## config.mk

```make
export PLATFORM = sky130hd
export DESIGN_NAME = mem_bus_stage
export DESIGN_NICKNAME = d
export VERILOG_FILES = /design/src/rtl/mem_bus_stage.sv
export SDC_FILE = /design/constraint.sdc
export NUM_CORES = 1
export LEC_CHECK = 0
export BUFFER_PORTS_ARGS = -buffer_cell sky130_fd_sc_hd__buf_4
export CORE_AREA = 2 2 152 154
export CTS_CLUSTER_DIAMETER = 120
export DETAILED_ROUTE_END_ITERATION = 8
export DIE_AREA = 0 0 154 156
export GPL_TIMING_DRIVEN = 0
export SLEW_MARGIN = 10
export SYNTH_ARGS = -nofsm -noshare
export SYNTH_HDL_FRONTEND = slang
export SYNTH_SLANG_ARGS = --single-unit
```

## constraint.sdc

```tcl
create_clock -name clk -period 4.85 [get_ports clk]
set_input_delay 0.485 -clock clk [delete_from_list [all_inputs] [get_ports clk]]
set_output_delay 0.485 -clock clk [all_outputs]
set_load 0.005 [all_outputs]
```

## src/rtl/mem_bus_stage.sv

```systemverilog
// MEM pipeline stage: passes ALU and HI/LO results through to mem_wb, and runs one
// req/ack bus transaction per aligned load/store, with big-endian lanes.
module mem_bus_stage #(
    parameter int DW  = 32,
    parameter int AW  = 32,
    parameter int OPW = 8,
    parameter int RAW = 5
) (
    input  logic           clk,
    input  logic           rst,
    input  logic [RAW-1:0] mem_wd,
    input  logic           mem_wreg,
    input  logic [DW-1:0]  mem_wdata,
    input  logic [DW-1:0]  mem_hi,
    input  logic [DW-1:0]  mem_lo,
    input  logic           mem_whilo,
    input  logic [OPW-1:0] mem_aluop,
    input  logic [DW-1:0]  mem_mem_addr,
    input  logic [DW-1:0]  mem_reg2,
    input  logic [5:0]     stall,
    input  logic [DW-1:0]  bus_rdata,
    input  logic           bus_ack,
    output logic           bus_req,
    output logic           bus_we,
    output logic [AW-1:0]  bus_addr,
    output logic [3:0]     bus_sel,
    output logic [DW-1:0]  bus_wdata,
    output logic           stallreq,
    output logic           align_err,
    output logic [RAW-1:0] wb_wd,
    output logic           wb_wreg,
    output logic [DW-1:0]  wb_wdata,
    output logic [DW-1:0]  wb_hi,
    output logic [DW-1:0]  wb_lo,
    output logic           wb_whilo
);
    typedef enum logic [1:0] {S_IDLE, S_BUSY, S_DONE} state_t;
    state_t state_q, state_d;

    logic          req_q, we_q;
    logic [AW-1:0] addr_q;
    logic [3:0]    sel_q, sel_c;
    logic [DW-1:0] wdata_q, wdata_c, rbuf_q, load_c;
    logic [7:0]    byte_c;
    logic [15:0]   half_c;
    logic          is_load, is_store, is_byte, is_half, is_signed, misalign, go;
    logic [1:0]    a;
    logic          unused_stall;

    assign a            = mem_mem_addr[1:0];
    assign unused_stall = ^{stall[5], stall[3:0]};

    always_comb begin
        is_load   = 1'b0;
        is_store  = 1'b0;
        is_byte   = 1'b0;
        is_half   = 1'b0;
        is_signed = 1'b0;
        case (mem_aluop)
            OPW'(8'hE0): begin is_load = 1'b1; is_byte = 1'b1; is_signed = 1'b1; end
            OPW'(8'hE1): begin is_load = 1'b1; is_half = 1'b1; is_signed = 1'b1; end
            OPW'(8'hE3): is_load = 1'b1;
            OPW'(8'hE4): begin is_load = 1'b1; is_byte = 1'b1; end
            OPW'(8'hE5): begin is_load = 1'b1; is_half = 1'b1; end
            OPW'(8'hE8): begin is_store = 1'b1; is_byte = 1'b1; end
            OPW'(8'hE9): begin is_store = 1'b1; is_half = 1'b1; end
            OPW'(8'hEB): is_store = 1'b1;
            default: ;
        endcase
    end

    assign misalign = (is_load | is_store) &
                      (is_byte ? 1'b0 : (is_half ? a[0] : (a != 2'b00)));
    assign go       = (is_load | is_store) & ~misalign;

    // Lane select and lane-replicated store data, bit3 of sel = bits[31:24]
    always_comb begin
        sel_c   = 4'b1111;
        wdata_c = mem_reg2;
        if (is_byte) begin
            sel_c   = 4'b1000 >> a;
            wdata_c = {4{mem_reg2[7:0]}};
        end else if (is_half) begin
            sel_c   = a[1] ? 4'b0011 : 4'b1100;
            wdata_c = {2{mem_reg2[15:0]}};
        end
    end

    always_comb begin
        case (a)
            2'd0:    byte_c = rbuf_q[31:24];
            2'd1:    byte_c = rbuf_q[23:16];
            2'd2:    byte_c = rbuf_q[15:8];
            default: byte_c = rbuf_q[7:0];
        endcase
        half_c = a[1] ? rbuf_q[15:0] : rbuf_q[31:16];
        if (is_byte)      load_c = {{24{is_signed & byte_c[7]}}, byte_c};
        else if (is_half) load_c = {{16{is_signed & half_c[15]}}, half_c};
        else              load_c = rbuf_q;
    end

    always_ff @(posedge clk) begin
        if (!rst) state_q <= S_IDLE;
        else      state_q <= state_d;
    end

    always_comb begin
        state_d = state_q;
        case (state_q)
            S_IDLE:  if (go)       state_d = S_BUSY;
            S_BUSY:  if (bus_ack)  state_d = S_DONE;
            S_DONE:  if (!stall[4]) state_d = S_IDLE;
            default: state_d = S_IDLE;
        endcase
    end

    // Bus side is registered; fields stay frozen from issue until ack
    always_ff @(posedge clk) begin
        if (!rst) begin
            req_q   <= 1'b0;
            we_q    <= 1'b0;
            addr_q  <= '0;
            sel_q   <= '0;
            wdata_q <= '0;
            rbuf_q  <= '0;
        end else if (state_q == S_IDLE && go) begin
            req_q   <= 1'b1;
            we_q    <= is_store;
            addr_q  <= AW'({mem_mem_addr[DW-1:2], 2'b00});
            sel_q   <= sel_c;
            wdata_q <= wdata_c;
        end else if (state_q == S_BUSY && bus_ack) begin
            req_q  <= 1'b0;
            rbuf_q <= bus_rdata;
        end
    end

    assign bus_req   = req_q;
    assign bus_we    = we_q;
    assign bus_addr  = addr_q;
    assign bus_sel   = sel_q;
    assign bus_wdata = wdata_q;

    always_comb begin
        wb_wd     = mem_wd;
        wb_wreg   = mem_wreg;
        wb_wdata  = mem_wdata;
        wb_hi     = mem_hi;
        wb_lo     = mem_lo;
        wb_whilo  = mem_whilo;
        stallreq  = 1'b0;
        align_err = 1'b0;
        if (!rst) begin
            wb_wd    = '0;
            wb_wreg  = 1'b0;
            wb_wdata = '0;
            wb_hi    = '0;
            wb_lo    = '0;
            wb_whilo = 1'b0;
        end else begin
            align_err = misalign;
            stallreq  = (state_q == S_IDLE && go) || state_q == S_BUSY;
            if (is_load | is_store) begin
                wb_wreg = 1'b0;
                if (state_q == S_DONE && is_load) begin
                    wb_wreg  = mem_wreg;
                    wb_wdata = load_c;
                end
            end
        end
    end
endmodule

```

Word-level counts from Yosys, hierarchy flattened

Index checks and enable logic that the tools add are counted.

Bitwise gates (word level): 7
Div/mod/pow operators: 0
Multipliers: 0
Mux-type cells: 34
Magnitude comparators: 0
Reductions and logical operators: 15
$add $sub $neg: 0
Eq/ne operators: 15
Shift operators: 1

Operator list:

| cell                                                                | number |
|---|---|
| 32-bit two-way mux                                                  | 9 |
| 8-bit == test (second input constant)                               | 8 |
| 8-bit one-hot mux with 3 select lines                               | 1 |
| 16-bit two-way mux                                                  | 1 |
| 1-bit two-way mux                                                   | 15 |
| 4-bit two-way mux                                                   | 3 |
| 3-bit OR reduction                                                  | 3 |
| 2-bit two-way mux                                                   | 3 |
| 2-bit inequality test (second input constant)                       | 3 |
| 2-bit one-hot mux with 3 select lines                               | 1 |
| 5-bit two-way mux                                                   | 1 |
| 5-bit OR reduction                                                  | 1 |
| 1-bit AND                                                           | 4 |
| 2-bit by 1-bit == test with 1-bit output (second input constant)    | 2 |
| 2-bit == test (second input constant)                               | 2 |
| 2-bit zero test                                                     | 2 |
| 2-bit nonzero test                                                  | 2 |
| 4-bit by 2-bit right shift with 4-bit output (first input constant) | 1 |
| 1-bit logical AND                                                   | 3 |
| 3-bit AND reduction                                                 | 1 |
| 1-bit NOT                                                           | 2 |
| 2-bit AND reduction                                                 | 1 |
| 2-bit OR reduction                                                  | 1 |
| 1-bit logical OR                                                    | 1 |
| 1-bit bitwise OR                                                    | 1 |

Bits in latches: 0
Word-level logic and storage cells: 79
Bits of input ports: 216
Memories: 0
ROM bits: 0
Register bits: 102
Memory bits (writable): 0

Longest topological paths before layout

Gate-level depths: netlist (run 1).

Word-level depth: 11
Mapped depth: 9
Gate-level depth less buffers: 5

Least setup slack after synthesis (run 1)

OpenSTA, ideal clock, no wires.

Path kind: input port to output port
Start: input mem_mem_addr[0]
End: output wb_wdata[30]
Setup slack: 2.457 ns
Arrival: 1.908 ns
Required time: 4.365 ns
Buffers on the path: 2
Stages: 6
Cells stage by stage: buf_2 > mux2_1 > a311o_1 > and4_1 > buf_2 > a22o_1

Cells in the longest elaborated chain, start to end: 7
Elaborated cells on any way between the ends: 9

Ends and longest elaborated chain:

| element                                 | line | source |
|---|---|---|
| start, declared                         | 18   | `input logic [DW-1:0] mem_mem_addr,` |
| 2-bit == test (tied with other cells)   | 90   | `case (a)` |
| 8-bit one-hot mux with 3 select lines * | 90   |  |
| 1-bit AND *                             | 97   | `if (is_byte) load_c = {{24{is_signed & byte_c[7]}}, byte_c};` |
| 32-bit two-way mux *                    | 97   |  |
| 32-bit two-way mux *                    | 165  | `if (state_q == S_DONE && is_load) begin` |
| 32-bit two-way mux *                    | 163  | `if (is_load \| is_store) begin` |
| 32-bit two-way mux *                    | 153  | `if (!rst) begin` |
| end, declared                           | 32   | `output logic [DW-1:0] wb_wdata,` |

Every way passes the cells marked *; elsewhere a longest branch is shown, timed or not.

Final worst setup path (run 1)

Start: input rst
End: output wb_wdata[0]

Cells in the longest elaborated chain, start to end: 1

Ends and longest elaborated chain:

| element            | line | source |
|---|---|---|
| start, declared    | 10   | `input logic rst,` |
| 32-bit two-way mux | 153  |  |

No other way between the ends.

==> results.cfg, run 1 <==
[timing]
fin_crit_ns = 3.048
maxSlewViolCount = 0
fmax_ghz = 0.3281
relSlewSlack = 0.5143
finalSetupViolCount = 0
finClkSkew_ns = 0.01207
rsz0062_at_grt = no
timing.final.crit_share = 0.6284
timing.final.ws_setup_ns = 1.802
tightestPinTransition_ns = 0.7285
hold_viol = 0
tns_ns = 0
hold-worst-slack_ns = 0.3689

[min_path]
hp-class = primary input to flip-flop

[yosys]
synth.ff_latch_count = 102
yosysWarnings = 0
ys_seq_area_frac = 0.3488
synthCells = 738
async_flop_share = 0
synth_edf_count = 0
ys_types = 50
yosysTopAreaCell = dfxtp_1
syn_avg_cell_area_sq_um = 7.933
ys.flop_type = dfxtp_1
synth.area.top_cells = dfxtp_1, nand2_1, mux2i_1
synth_top_area_frac = 0.3488
netlist_area_sq_um = 5854

[cts]
cts_setup_buffers = 0
cts.repair.resized = 0
clk-insertion-delay-late_ns = 0.36
cts_root_buffer = clkbuf_16
htree_levels = 3
cts.path.max_buffers = 2
path_clk_slew_ns = 0.08
cts_tree = yes
cts_buffers = 9
cts_num_sinks = 102
cts_hold_buf = 0

[layout]
finalInstanceArea_sq_um = 9369
nets = 1346
postLayoutCoreUtil = 0.4189
final_cell_mix = buf_4, nand2_1, dfxtp_1
area_delta_synth_final_pct = 60.03
stdcell_count = 1421
final_common_cell = buf_4
fillCellCount = 2320
ff_latch_area_sq_um = 2042
drive_above_1_share = 0.3991
multi_input_area_sq_um = 3472

[setup_path]
arrival_ns = 2.56
required_ns = 4.37
crit_type = primary input to primary output
crit_fanout = 10
cp-end-kind = primary output
cp-start-kind = primary input

[placement]
place_inst = 1404
globalplace.congestion = 0.9152
dp_slack_ns = 1.742
hpwl_microns = 22020
post_dp_cell_area_sq_um = 9067
io_buffers = 380

[die]
core_region_area_sq_um = 22370
ioPinCount = 391
die-area_sq_um = 24020
std_cell_rows = 55
initial_core_util = 0.2618
fp.dieH_microns = 156
dieWidth_microns = 154

[run]
cap_violations = 0

[routing]
first_iter_violations = 299
remaining_drc_errors = 0
via_count = 6862
drtPass1Iterations = 4
wl_per_cell_microns = 18.65
antenna_left = 0
via_per_inst = 4.829
drt-total-wl_microns = 26510

[grt]
grt_max_degree = 21
grt_pass1_wl_microns = 39040
antenna_found_initial = 2
gr-total-overflow = 0
track_usage = 0.2139
grt_pass1_vias = 6753

[power_and_ir_drop]
power_mw = 1.968
powerDensity_nw_per_um2 = 210.1
p_leak_nw = 4.177
ir_drop_v = 0.0001599

[run_status]
outcome = completed
[synth_stat cells (all sizes together), types with 2 or more instances]
cell type and number:
a21oi 15, nand3 3, a22o 9, o21ai 46, dfxtp 102, o211ai 8
o31ai 8, nand2 202, and2 73, mux2i 49, mux4 7, mux2 18
clkbuf 47, inv 2, nand2b 2, nor2b 2, a21boi 35, buf 25
a21o 9, nor3 2, nand4 27, o22ai 16, nor2 14
[critical path, stage by stage]
cell and delay (ns):
buf_4 0.09, clkbuf_1 0.41, clkbuf_1 0.62, nand2_1 0.41, o31ai_1 0.38, buf_4 0.17
[path summary, 6_finish.rpt]
kind	startpoint	to	slack [ns]	cells past startpoint
min	mem_mem_addr[5]	bus_addr[5]	0.37	3
min reg2reg	bus_sel[3]	bus_sel[3]	0.46	2
max	rst	wb_wdata[0]	1.80	6
max reg2reg	state_q[1]	rbuf_q[26]	3.12	5
[area by class of cell]
cell class	count	area share
repair buffers	380	0.3045
diodes	1	0.0002671
inverters	2	0.0008013
multi-input cells	563	0.3706
flip-flops and latches	102	0.2179
clock inverters	7	0.007879
clock buffers	9	0.02404
plain buffers	72	0.03592
well taps	285	0.03806
[cell families (layout without fill, tap and decap cells)]
logic type,count (synthesis),in the layout,synth area share
AO/OA/AOI/OAI,152,152,0.1727
buffers and inverters,74,470,0.05877
flip-flops,102,102,0.3488
multiplexers,74,74,0.1453
other,1,3,0.0006405
AND/OR/NAND/NOR,335,335,0.2738
[report_power, final]
group | switching [mW] | leakage, nW | internal [mW] | total, mW
combinational | 0.160 | 3.21 | 0.221 | 0.381
clock | 0.378 | 0.148 | 0.367 | 0.745
sequential | 0.00239 | 0.822 | 0.840 | 0.842
[metal layers]
layer  track usage  routed length [microns]
met1        0.2389                    10170
met2        0.3797                    13030
met3       0.05806                     2205
met4       0.09835                     1089
met5             0                       13
[flip-flops by register name (all words and copies together) (netlist names)]
signal	count
bus_we	1
rbuf_q	32
bus_sel	4
bus_addr	30
state_q	2
bus_wdata	32
bus_req	1
(Power assumes the default switching activity.)
==> run 2: changes to the inputs <==
--- a/config.mk
+++ b/config.mk
@@ -5,11 +5,12 @@
 export SDC_FILE = /design/constraint.sdc
 export NUM_CORES = 1
 export LEC_CHECK = 0
+export ABC_AREA = 1
 export BUFFER_PORTS_ARGS = -buffer_cell sky130_fd_sc_hd__buf_4
-export CORE_AREA = 2 2 152 154
+export CORE_AREA = 2 2 150 152
 export CTS_CLUSTER_DIAMETER = 120
 export DETAILED_ROUTE_END_ITERATION = 8
-export DIE_AREA = 0 0 154 156
+export DIE_AREA = 0 0 152 154
 export GPL_TIMING_DRIVEN = 0
 export SLEW_MARGIN = 10
 export SYNTH_ARGS = -nofsm -noshare
==> constraint.sdc (replaced) <==
create_clock -name clk -period 2.7 [get_ports clk]
set_input_delay 0.27 -clock clk [delete_from_list [all_inputs] [get_ports clk]]
set_output_delay 0.27 -clock clk [all_outputs]
set_load 0.005 [all_outputs]
==> results.cfg, run 2 <==
[layout]
postLayoutCoreUtil = 0.4772
ff_latch_area_sq_um = 2042
drive_above_1_share = 0.2783
nets = 1846
stdcell_count = 1915
multi_input_area_sq_um = 3463
final_cell_mix = nand2_1, buf_4, inv_1
area_delta_synth_final_pct = 52.62
finalInstanceArea_sq_um = 10350
final_common_cell = nand2_1
fillCellCount = 2331
num_antenna_cells = 0

[setup_path]
ff2ff_setup_slack_ns = 0.70
required_ns = 2.43
cp_top_family = buffers and inverters
path_buf_inv = 5
cp-start-kind = primary input
cp_cell_sequence = clkbuf_1, clkbuf_1, clkbuf_1, nand2_1, inv_1, buf_4
slowest_delay_ns = 0.52
path_common_cell = clkbuf_1
r2r-start = state_q[1]
crit_fanout = 10
cp-end-kind = primary output
crit_type = primary input to primary output
arrival_ns = 2.04
reg2regPathDepth = 6
r2r-end = rbuf_q[31]
crit_slowest_cell = clkbuf_1

[cts]
htree_levels = 3
cts_num_sinks = 102
clk-insertion-delay-late_ns = 0.36
cts_tree = yes
path_clk_slew_ns = 0.08
cts_hold_buf = 0
cts_buffers = 9
cts.path.max_buffers = 2
cts_setup_buffers = 0
cts_root_buffer = clkbuf_16
cts.repair.resized = 0

[yosys]
ys.flop_type = dfxtp_1
yosysTopAreaCell = dfxtp_1
synthCells = 1237
async_flop_share = 0
synth_most_common_cell = nand2_1
synth.area.top_cells = dfxtp_1, nand2_1, inv_1
synth_commonest_cells = nand2_1, inv_1, nor2_1
ys_types = 26
netlist_area_sq_um = 6782
synth_edf_count = 0
syn_avg_cell_area_sq_um = 5.482
ys_seq_area_frac = 0.3011
yosysWarnings = 0
synth.ff_latch_count = 102
synth_top_area_frac = 0.3011

[grt]
grt_pass1_vias = 7678
grt_max_degree = 21
track_usage = 0.2237
gr-total-overflow = 0
antenna_found_initial = 0
grt_pass1_wl_microns = 41880

[die]
ioPinCount = 391
die-area_sq_um = 23410
std_cell_rows = 54
core_region_area_sq_um = 21690
fp.dieH_microns = 154
initial_core_util = 0.3127
dieWidth_microns = 152

[routing]
via_per_inst = 4.368
first_iter_violations = 518
drt-total-wl_microns = 27320
drtPass1Iterations = 5
via_count = 8365
remaining_drc_errors = 0
antenna_left = 0
wl_per_cell_microns = 14.27

[run]
cap_violations = 0

[power_and_ir_drop]
power_mw = 3.748
powerDensity_nw_per_um2 = 362.1
p_leak_nw = 6.213
ir_drop_v = 0.0002964

[min_path]
hold_depth = 3
hp-start = mem_mem_addr[18]
worstHoldEndpoint = bus_addr[18]
hp-class = primary input to flip-flop

[timing]
hold_viol = 0
timing.final.ws_setup_ns = 0.3890
finClkSkew_ns = 0.009953
finalSetupViolCount = 0
tns_ns = 0
timing.final.crit_share = 0.8559
maxSlewViolCount = 0
fin_crit_ns = 2.311
hold-worst-slack_ns = 0.1308
fmax_ghz = 0.4327
rsz0062_at_grt = no
relSlewSlack = 0.5685
tightestPinTransition_ns = 0.6473

[placement]
post_dp_cell_area_sq_um = 9996
dp_slack_ns = 0.3228
hpwl_microns = 22320
io_buffers = 381
place_inst = 1899
globalplace.congestion = 0.8728

[run_status]
outcome = completed
run 2: changes by cell type in the layout (fill, tap and decap cells not counted), sizes merged, moves of 10 or more:
cell / previous run / this run
a21boi: 35 / 0
nand4: 27 / 1
o22ai: 16 / 0
nor2: 14 / 203
buf: 405 / 417
clkbuf: 56 / 46
o21ai: 46 / 79
a21oi: 15 / 52
nand2: 202 / 458
mux2i: 49 / 0
inv: 7 / 228
nand3: 3 / 30
and2: 73 / 1
mux2: 18 / 0
run 2: cell families after synthesis:
kind of cell | count (synthesis) | synth area share
AOI/OAI and AO/OA | 138 | 0.1044
buffers and inverters | 301 | 0.1887
other | 1 | 0.0005530
DFF | 102 | 0.3011
and+or+nand+nor | 695 | 0.4052
run 2: final cells by class:
class                           instances  area share
Buffer                                 73     0.04098
Sequential cell                       102      0.1973
Tap cell                              280     0.03385
Timing Repair Buffer                  381      0.2764
Multi-Input combinational cell        835      0.3346
Inverter                              228     0.08269
Clock inverter                          7     0.01245
Clock buffer                            9     0.02176
run 2: how the worst max path moves through the flow:
stage	startpoint	end	slack [ns]	cells past startpoint
finish	rst	wb_lo[16]	0.39	6
global route	rst	wb_hi[5]	0.19	6
CTS	rst	align_err	0.32	6
detailed placement	rst	align_err	0.32	6
global placement	rst	align_err	0.37	6
floorplan	mem_aluop[4]	wb_wdata[7]	1.12	11
run 2: worst register-to-register path: stages, from the launching register on:
cell and delay, ns:
dfxtp_1 0.33, inv_1 0.06, nand3_1 0.20, clkbuf_1 0.35
clkbuf_1 0.55, o21ai_0 0.28, a21oi_1 0.17
run 2: power by group:
group / internal, mW / total (mW) / switching (mW)
Clock: 0.846 / 1.52 / 0.674
Sequential: 1.51 / 1.52 / 0.00647
Combinational: 0.391 / 0.707 / 0.317
run 2: per-layer routing:
layer	share of wire	up-vias	track usage
met5	0	-	0
met4	0.021	0	0.06053
met3	0.061	37	0.03833
met2	0.47	303	0.3745
met1	0.45	3629	0.2978
li1	-	4396	-
